$ cat src/rtl/pe_pkg.sv
// Shared PE scratchpad constants.
// Default activation width and depth used by the ifmap, filter and psum
// scratchpads, plus the derived index width.
package pe_pkg;
  localparam int unsigned PE_DATA_W = 8;
  localparam int unsigned PE_DEPTH  = 16;
  localparam int unsigned PE_IDX_W  = $clog2(PE_DEPTH);
endpackage

$ cat src/rtl/ifmap_spad_mem.sv
// ifmap_spad_mem: 1W1R register array for the ifmap scratchpad.
// Synchronous write, asynchronous (combinational) read. Contents are not reset.
// Ports:
//   clk    - clock, write on rising edge
//   we     - write enable
//   waddr  - write address
//   wdata  - write data
//   raddr  - read address
//   rdata  - read data (combinational)
module ifmap_spad_mem
  import pe_pkg::*;
#(
  parameter int unsigned DATA_W = PE_DATA_W,
  parameter int unsigned DEPTH  = PE_DEPTH,
  parameter int unsigned IDX_W  = $clog2(DEPTH)
) (
  input  logic              clk,
  input  logic              we,
  input  logic [IDX_W-1:0]  waddr,
  input  logic [DATA_W-1:0] wdata,
  input  logic [IDX_W-1:0]  raddr,
  output logic [DATA_W-1:0] rdata
);

  logic [DATA_W-1:0] mem [DEPTH];

  always_ff @(posedge clk) begin
    if (we) mem[waddr] <= wdata;
  end

  assign rdata = mem[raddr];

endmodule

$ cat src/rtl/ifmap_window_spad.sv
// ifmap_window_spad: circular sliding-window ifmap scratchpad for the PE.
// Producer pushes activations via valid/ready; the MAC reads any entry by
// offset from the window base (1-cycle registered read); slide retires the
// oldest entries.
// Ports:
//   clk, rst             - clock, asynchronous active-high reset
//   wr_valid/wr_ready    - push handshake, wr_data is the activation
//   rd_en, rd_idx        - read request at offset rd_idx from window base
//   rd_valid, rd_data    - registered read result
//   rd_err               - 1-cycle pulse, last read had rd_idx >= count
//   slide, slide_amt     - retire min(slide_amt, count) oldest entries
//   count, empty         - occupancy
//   rd_zero              - valid read returned zero (IFMAP_SPAD_ZERO_GATE_EN)
// Macro: IFMAP_SPAD_ZERO_GATE_EN adds the registered rd_zero output.
module ifmap_window_spad
  import pe_pkg::*;
#(
  parameter int unsigned DATA_W = PE_DATA_W,
  parameter int unsigned DEPTH  = PE_DEPTH,
  parameter int unsigned IDX_W  = $clog2(DEPTH)
) (
  input  logic              clk,
  input  logic              rst,
  input  logic              wr_valid,
  output logic              wr_ready,
  input  logic [DATA_W-1:0] wr_data,
  input  logic              rd_en,
  input  logic [IDX_W-1:0]  rd_idx,
  output logic              rd_valid,
  output logic [DATA_W-1:0] rd_data,
  output logic              rd_err,
  input  logic              slide,
  input  logic [IDX_W:0]    slide_amt,
  output logic [IDX_W:0]    count,
  output logic              empty
`ifdef IFMAP_SPAD_ZERO_GATE_EN
  ,
  output logic              rd_zero
`endif
);

  localparam logic [IDX_W:0] FULL = (IDX_W+1)'(DEPTH);

  logic [IDX_W-1:0]  wr_ptr;
  logic [IDX_W-1:0]  base;
  logic [IDX_W-1:0]  rd_addr;
  logic [IDX_W:0]    rel;
  logic              wr_fire;
  logic              rd_hit;
  logic [DATA_W-1:0] mem_rdata;

  always_comb begin
    wr_ready = (count != FULL);
    empty    = (count == '0);
    wr_fire  = wr_valid && wr_ready;
    rel      = '0;
    if (slide) rel = (slide_amt > count) ? count : slide_amt;
    rd_hit   = ({1'b0, rd_idx} < count);
    rd_addr  = base + rd_idx;
  end

  ifmap_spad_mem #(
    .DATA_W (DATA_W),
    .DEPTH  (DEPTH),
    .IDX_W  (IDX_W)
  ) u_mem (
    .clk   (clk),
    .we    (wr_fire),
    .waddr (wr_ptr),
    .wdata (wr_data),
    .raddr (rd_addr),
    .rdata (mem_rdata)
  );

  // rel == DEPTH truncates to 0 in IDX_W bits, which is the correct base advance.
  always_ff @(posedge clk or posedge rst) begin
    if (rst) begin
      wr_ptr   <= '0;
      base     <= '0;
      count    <= '0;
      rd_valid <= 1'b0;
      rd_data  <= '0;
      rd_err   <= 1'b0;
    end else begin
      if (wr_fire) wr_ptr <= wr_ptr + IDX_W'(1);
      base  <= base + rel[IDX_W-1:0];
      count <= count + (IDX_W+1)'(wr_fire) - rel;
      rd_valid <= rd_en && rd_hit;
      rd_err   <= rd_en && !rd_hit;
      if (rd_en && rd_hit) rd_data <= mem_rdata;
    end
  end

`ifdef IFMAP_SPAD_ZERO_GATE_EN
  always_ff @(posedge clk or posedge rst) begin
    if (rst) rd_zero <= 1'b0;
    else     rd_zero <= rd_en && rd_hit && (mem_rdata == '0);
  end
`endif

endmodule
$ cat config.mk
export PLATFORM = sky130hd
export DESIGN_NAME = ifmap_window_spad
export DESIGN_NICKNAME = d
export VERILOG_FILES = /design/src/rtl/pe_pkg.sv /design/src/rtl/ifmap_spad_mem.sv /design/src/rtl/ifmap_window_spad.sv
export SDC_FILE = /design/constraint.sdc
export NUM_CORES = 1
export LEC_CHECK = 0
export BUFFER_PORTS_ARGS = -buffer_cell sky130_fd_sc_hd__buf_2
export CAP_MARGIN = 30
export CORE_AREA = 2 2 165 167
export CTS_CLUSTER_DIAMETER = 120
export DETAILED_ROUTE_END_ITERATION = 16
export DIE_AREA = 0 0 167 169
export GPL_ROUTABILITY_DRIVEN = 0
export HOLD_SLACK_MARGIN = 0.08
export PLACE_DENSITY = 0.47
export REMOVE_ABC_BUFFERS = 1
export SLEW_MARGIN = 20
export SYNTH_ARGS = -nofsm -noshare
export SYNTH_HDL_FRONTEND = slang
export SYNTH_HIERARCHICAL = 1
export SYNTH_SLANG_ARGS = --single-unit
$ cat constraint.sdc
create_clock -name clk -period 2.85 [get_ports clk]
set_input_delay 0.855 -clock clk [delete_from_list [all_inputs] [get_ports clk]]
set_output_delay 0.855 -clock clk [all_outputs]
set_load 0.005 [all_outputs]
==> run_results.csv <==
group,metric,value,unit
critical_path,worstSetupStartpointType,"input pin",
logic_synthesis,netlist_instances,360,
detailed_routing,wl_met2,7240,µm
global_route,grt_pass1_vias,3749,
layout,fin_util,31.4,%
detailed_routing,drtIter0Drc,239,
detailed_routing,detail_route.wl_per_cell,17.9,µm
logic_synthesis,syn_area,0.00653,mm²
detailed_routing,vias_per_cell,4.35,
detailed_routing,dr_wl_met3,499,µm
timing,min_period,3010,ps
global_route,grt_usage,10.9,%
global_route,grt_pass1_wl,22600,µm
critical_path,path_cells,"buf_6 -> ha_4 -> and4_4 -> a21oi_2 -> o31a_1 -> nor2_1 -> a21oi_1 -> nor2b_1 -> ha_1 -> inv_1 -> ha_2 -> inv_2 -> fa_2 -> inv_2 -> a21o_1 -> a21oi_2 -> xnor2_1 -> xnor2_1",
clocking,clock_latency,430,ps
detailed_routing,drc_errors,0,
clocking,cts_sinks,151,
logic_synthesis,yosys_warnings,6,
run_status,violations,"negative setup slack",
floorplanning,die-area,0.0282,mm²
global_route,grt-ovfl-total,0,
timing,hold_viol,0,
min_path,hold_class,"in -> async",
pwr,p_leak,3.07,nW
logic_synthesis,async_flop_share,15.2,%
logic_synthesis,ys.flop_type,"edfxtp_1",
critical_path,critPathArrivalTime,3360,ps
layout,multi_input_area,0.00205,mm²
critical_path,crit_family,"adder cells",
pwr,peakVddDrop,0.000483,V
timing,fin_skew,13.2,ps
critical_path,reg2reg_to,"count[4]$_DFF_PP0_",
layout,synthToLayoutAreaGrowth,27.6,%
floorplanning,die_x,167,µm
detailed_routing,met1_length,6720,µm
critical_path,path_depth,18,
critical_path,reg2reg_slack,-110,ps
floorplanning,dieHeight,169,µm
timing,fin_crit_sh,106,%
layout,finalInstanceArea,0.00833,mm²
floorplanning,coreArea,0.0265,mm²
critical_path,required,3190,ps
global_route,grt_max_degree,21,
clocking,clockBufferDepth,2,
timing,fmax,332,MHz
floorplanning,ios,39,
layout,nNetsFinal,513,
clocking,cts_root_buf,"clkbuf_16",
critical_path,slowest_delay,340,ps
layout,drive_above_1_share,40.0,%
timing,worstMarginPinSlew,459,ps
critical_path,cp_num_buf_inv,4,
clocking,ctsHoldBuffers,0,
detailed_routing,wirelength,14700,µm
clocking,numCtsBuffers,17,
clocking,htree_num_levels,4,
layout,seq_area,0.00442,mm²
detailed_routing,firstDrtPassIters,4,
critical_path,startpoint,"slide_amt[3]",
logic_synthesis,ys_ff_latch,151,
timing,fin_ws,-161,ps
critical_path,cp-endpoint,"count[4]$_DFF_PP0_",
clocking,clkTransAtPathRegs,60,ps
timing,slew_headroom,69.3,%
logic_synthesis,seq_area_frac_synth,67.7,%
pwr,total_power,9.37,mW
timing,setup_viol,2,
logic_synthesis,synth.top_cell.area_share,58.9,%
critical_path,cpMaxStageDelayCell,"fa_2",
timing,fin_setup_tns,-173,ps
placed_design,placedCellCount,780,
logic_synthesis,synth.avg_cell_area,18.1,µm²
logic_synthesis,yosys.area.top_type,"edfxtp_1",
placed_design,placed_area,0.00750,mm²
clocking,cts_tree,"yes",
timing,slew_violations,0,
floorplanning,start_util,24.6,%
layout,antenna_cells,0,
run,maxCapViolations,0,
critical_path,crit_type,"in -> reg",
logic_synthesis,synth_area_leaders,"edfxtp_1, dfrtp_1, mux4_2, mux4_1, ha_1",
placed_design,hpwl,9740,µm
layout,fillers,2593,
critical_path,r2r_cells,18,
critical_path,cp_max_fo,3,
detailed_routing,dr.max_layer_used,"met4",
critical_path,crit_path_end_kind,"flip-flop",
global_route,antenna_found_initial,0,
timing,rsz0062_at_grt,"true",
floorplanning,row_count,60,
detailed_routing,postRouteAntennaNets,0,
layout,finalNonFillerCells,819,
pwr,p_per_area,1120,mW/mm²
critical_path,r2r-start,"count[3]$_DFF_PP0_",
logic_synthesis,ys_types,40,
placed_design,port_buffers,38,
run_status,outcome,"complete, but fails checks",
logic_synthesis,synth_edf_count,128,
detailed_routing,vias,3561,
[cell usage after synthesis, types with 2 or more instances]
cell,number
buf_6,5
mux2_2,8
nor3_1,4
clkdlybuf4s25_2,3
a21oi_1,8
nor2_1,18
mux4_2,18
and2_1,2
a21o_1,4
ha_1,23
xor2_1,2
nand3b_1,2
xnor2_1,12
buf_2,3
mux2i_1,2
nand2_1,13
mux4_1,14
inv_1,24
fa_1,3
edfxtp_1,128
a22oi_1,16
nand2b_1,6
dfrtp_1,23
nor2b_1,3
[kinds of logic after synthesis]
| kind of cell | count (synthesis) | synth area share, % |
|---|---|---|
| multiplexers | 43 | 13.8 |
| AND/OR/NAND/NOR | 55 | 4.29 |
| adder cells (fa/ha/maj) | 26 | 5.33 |
| XOR/XNOR | 14 | 1.88 |
| flip-flops | 151 | 67.7 |
| buffers and inverters | 36 | 3.05 |
| AO/OA/AOI/OAI | 35 | 4.02 |
[sequential cells by signal (all words and copies together) (netlist names)]
signal	cells
u_mem/mem	128
rd_valid	1
wr_ptr	4
count	5
rd_err	1
rd_data	8
base	4
[cell type report]
class,instances,share of cell area (%)
Inverter,24,1.14
Tap cell,341,5.12
Clock inverter,15,2.01
Multi-Input combinational cell,173,24.6
Sequential cell,151,53.0
Clock buffer,17,5.11
Timing Repair Buffer,98,8.95
[cells in the final DEF (no fill, tap or decap), drive strengths merged, types with 9 or more instances in the layout]
| cell type | instances |
|---|---|
| mux2 | 9 |
| buf | 98 |
| ha | 23 |
| a22oi | 16 |
| xnor2 | 12 |
| nor2 | 18 |
| dfrtp | 23 |
| inv | 28 |
| edfxtp | 128 |
| nand2 | 13 |
| clkbuf | 17 |
| mux4 | 32 |
| a21oi | 9 |
[timing repair]
item	4_1_cts	5_1_grt
buffers inserted	5	3
pin swaps	18	17
gates resized for setup	23	18
endpoints found under the setup margin	4	7
cloned	0	0
[where the power goes]
group          leakage [nW]  total (mW)  switching [mW]  internal, mW
logic                  1.37        4.19            2.06          2.12
registers              1.43        2.97           0.179          2.79
clock network         0.276        2.21           0.970          1.24
[worst min-delay path by stage]
| stage | start | endpoint | slack [ps] | cells past startpoint |
|---|---|---|---|---|
| 6_report | rst | count[0]$_DFF_PP0_ | 400 | 2 |
| 5_1_grt | rst | count[0]$_DFF_PP0_ | 410 | 2 |
| 3_5_place_dp | rd_data[7]$_DFFE_PP0P_ | rd_data[7]$_DFFE_PP0P_ | 490 | 1 |
| 2_1_floorplan | count[4]$_DFF_PP0_ | rd_err$_DFF_PP0_ | 460 | 1 |
| 4_1_cts | rst | count[0]$_DFF_PP0_ | 400 | 2 |
| 3_3_place_gp | rd_data[4]$_DFFE_PP0P_ | rd_data[4]$_DFFE_PP0P_ | 490 | 1 |
[metrics by stage]
step / hold slack (ps) / worst slack, ps
6_report: 403 / -161
5_1_grt: 406 / -258
2_1_floorplan: 465 / -671
3_5_place_dp: 494 / -824
4_1_cts: 400 / -160
3_3_place_gp: 485 / -768
[routing by layer]
| metal | up-vias | track usage [%] |
|---|---|---|
| met5 | - | 0 |
| met4 | 0 | 3.37 |
| met2 | 63 | 17.9 |
| met3 | 19 | 3.06 |
| li1 | 1622 | - |
| met1 | 1857 | 14.1 |
(Power assumes the default switching activity.)
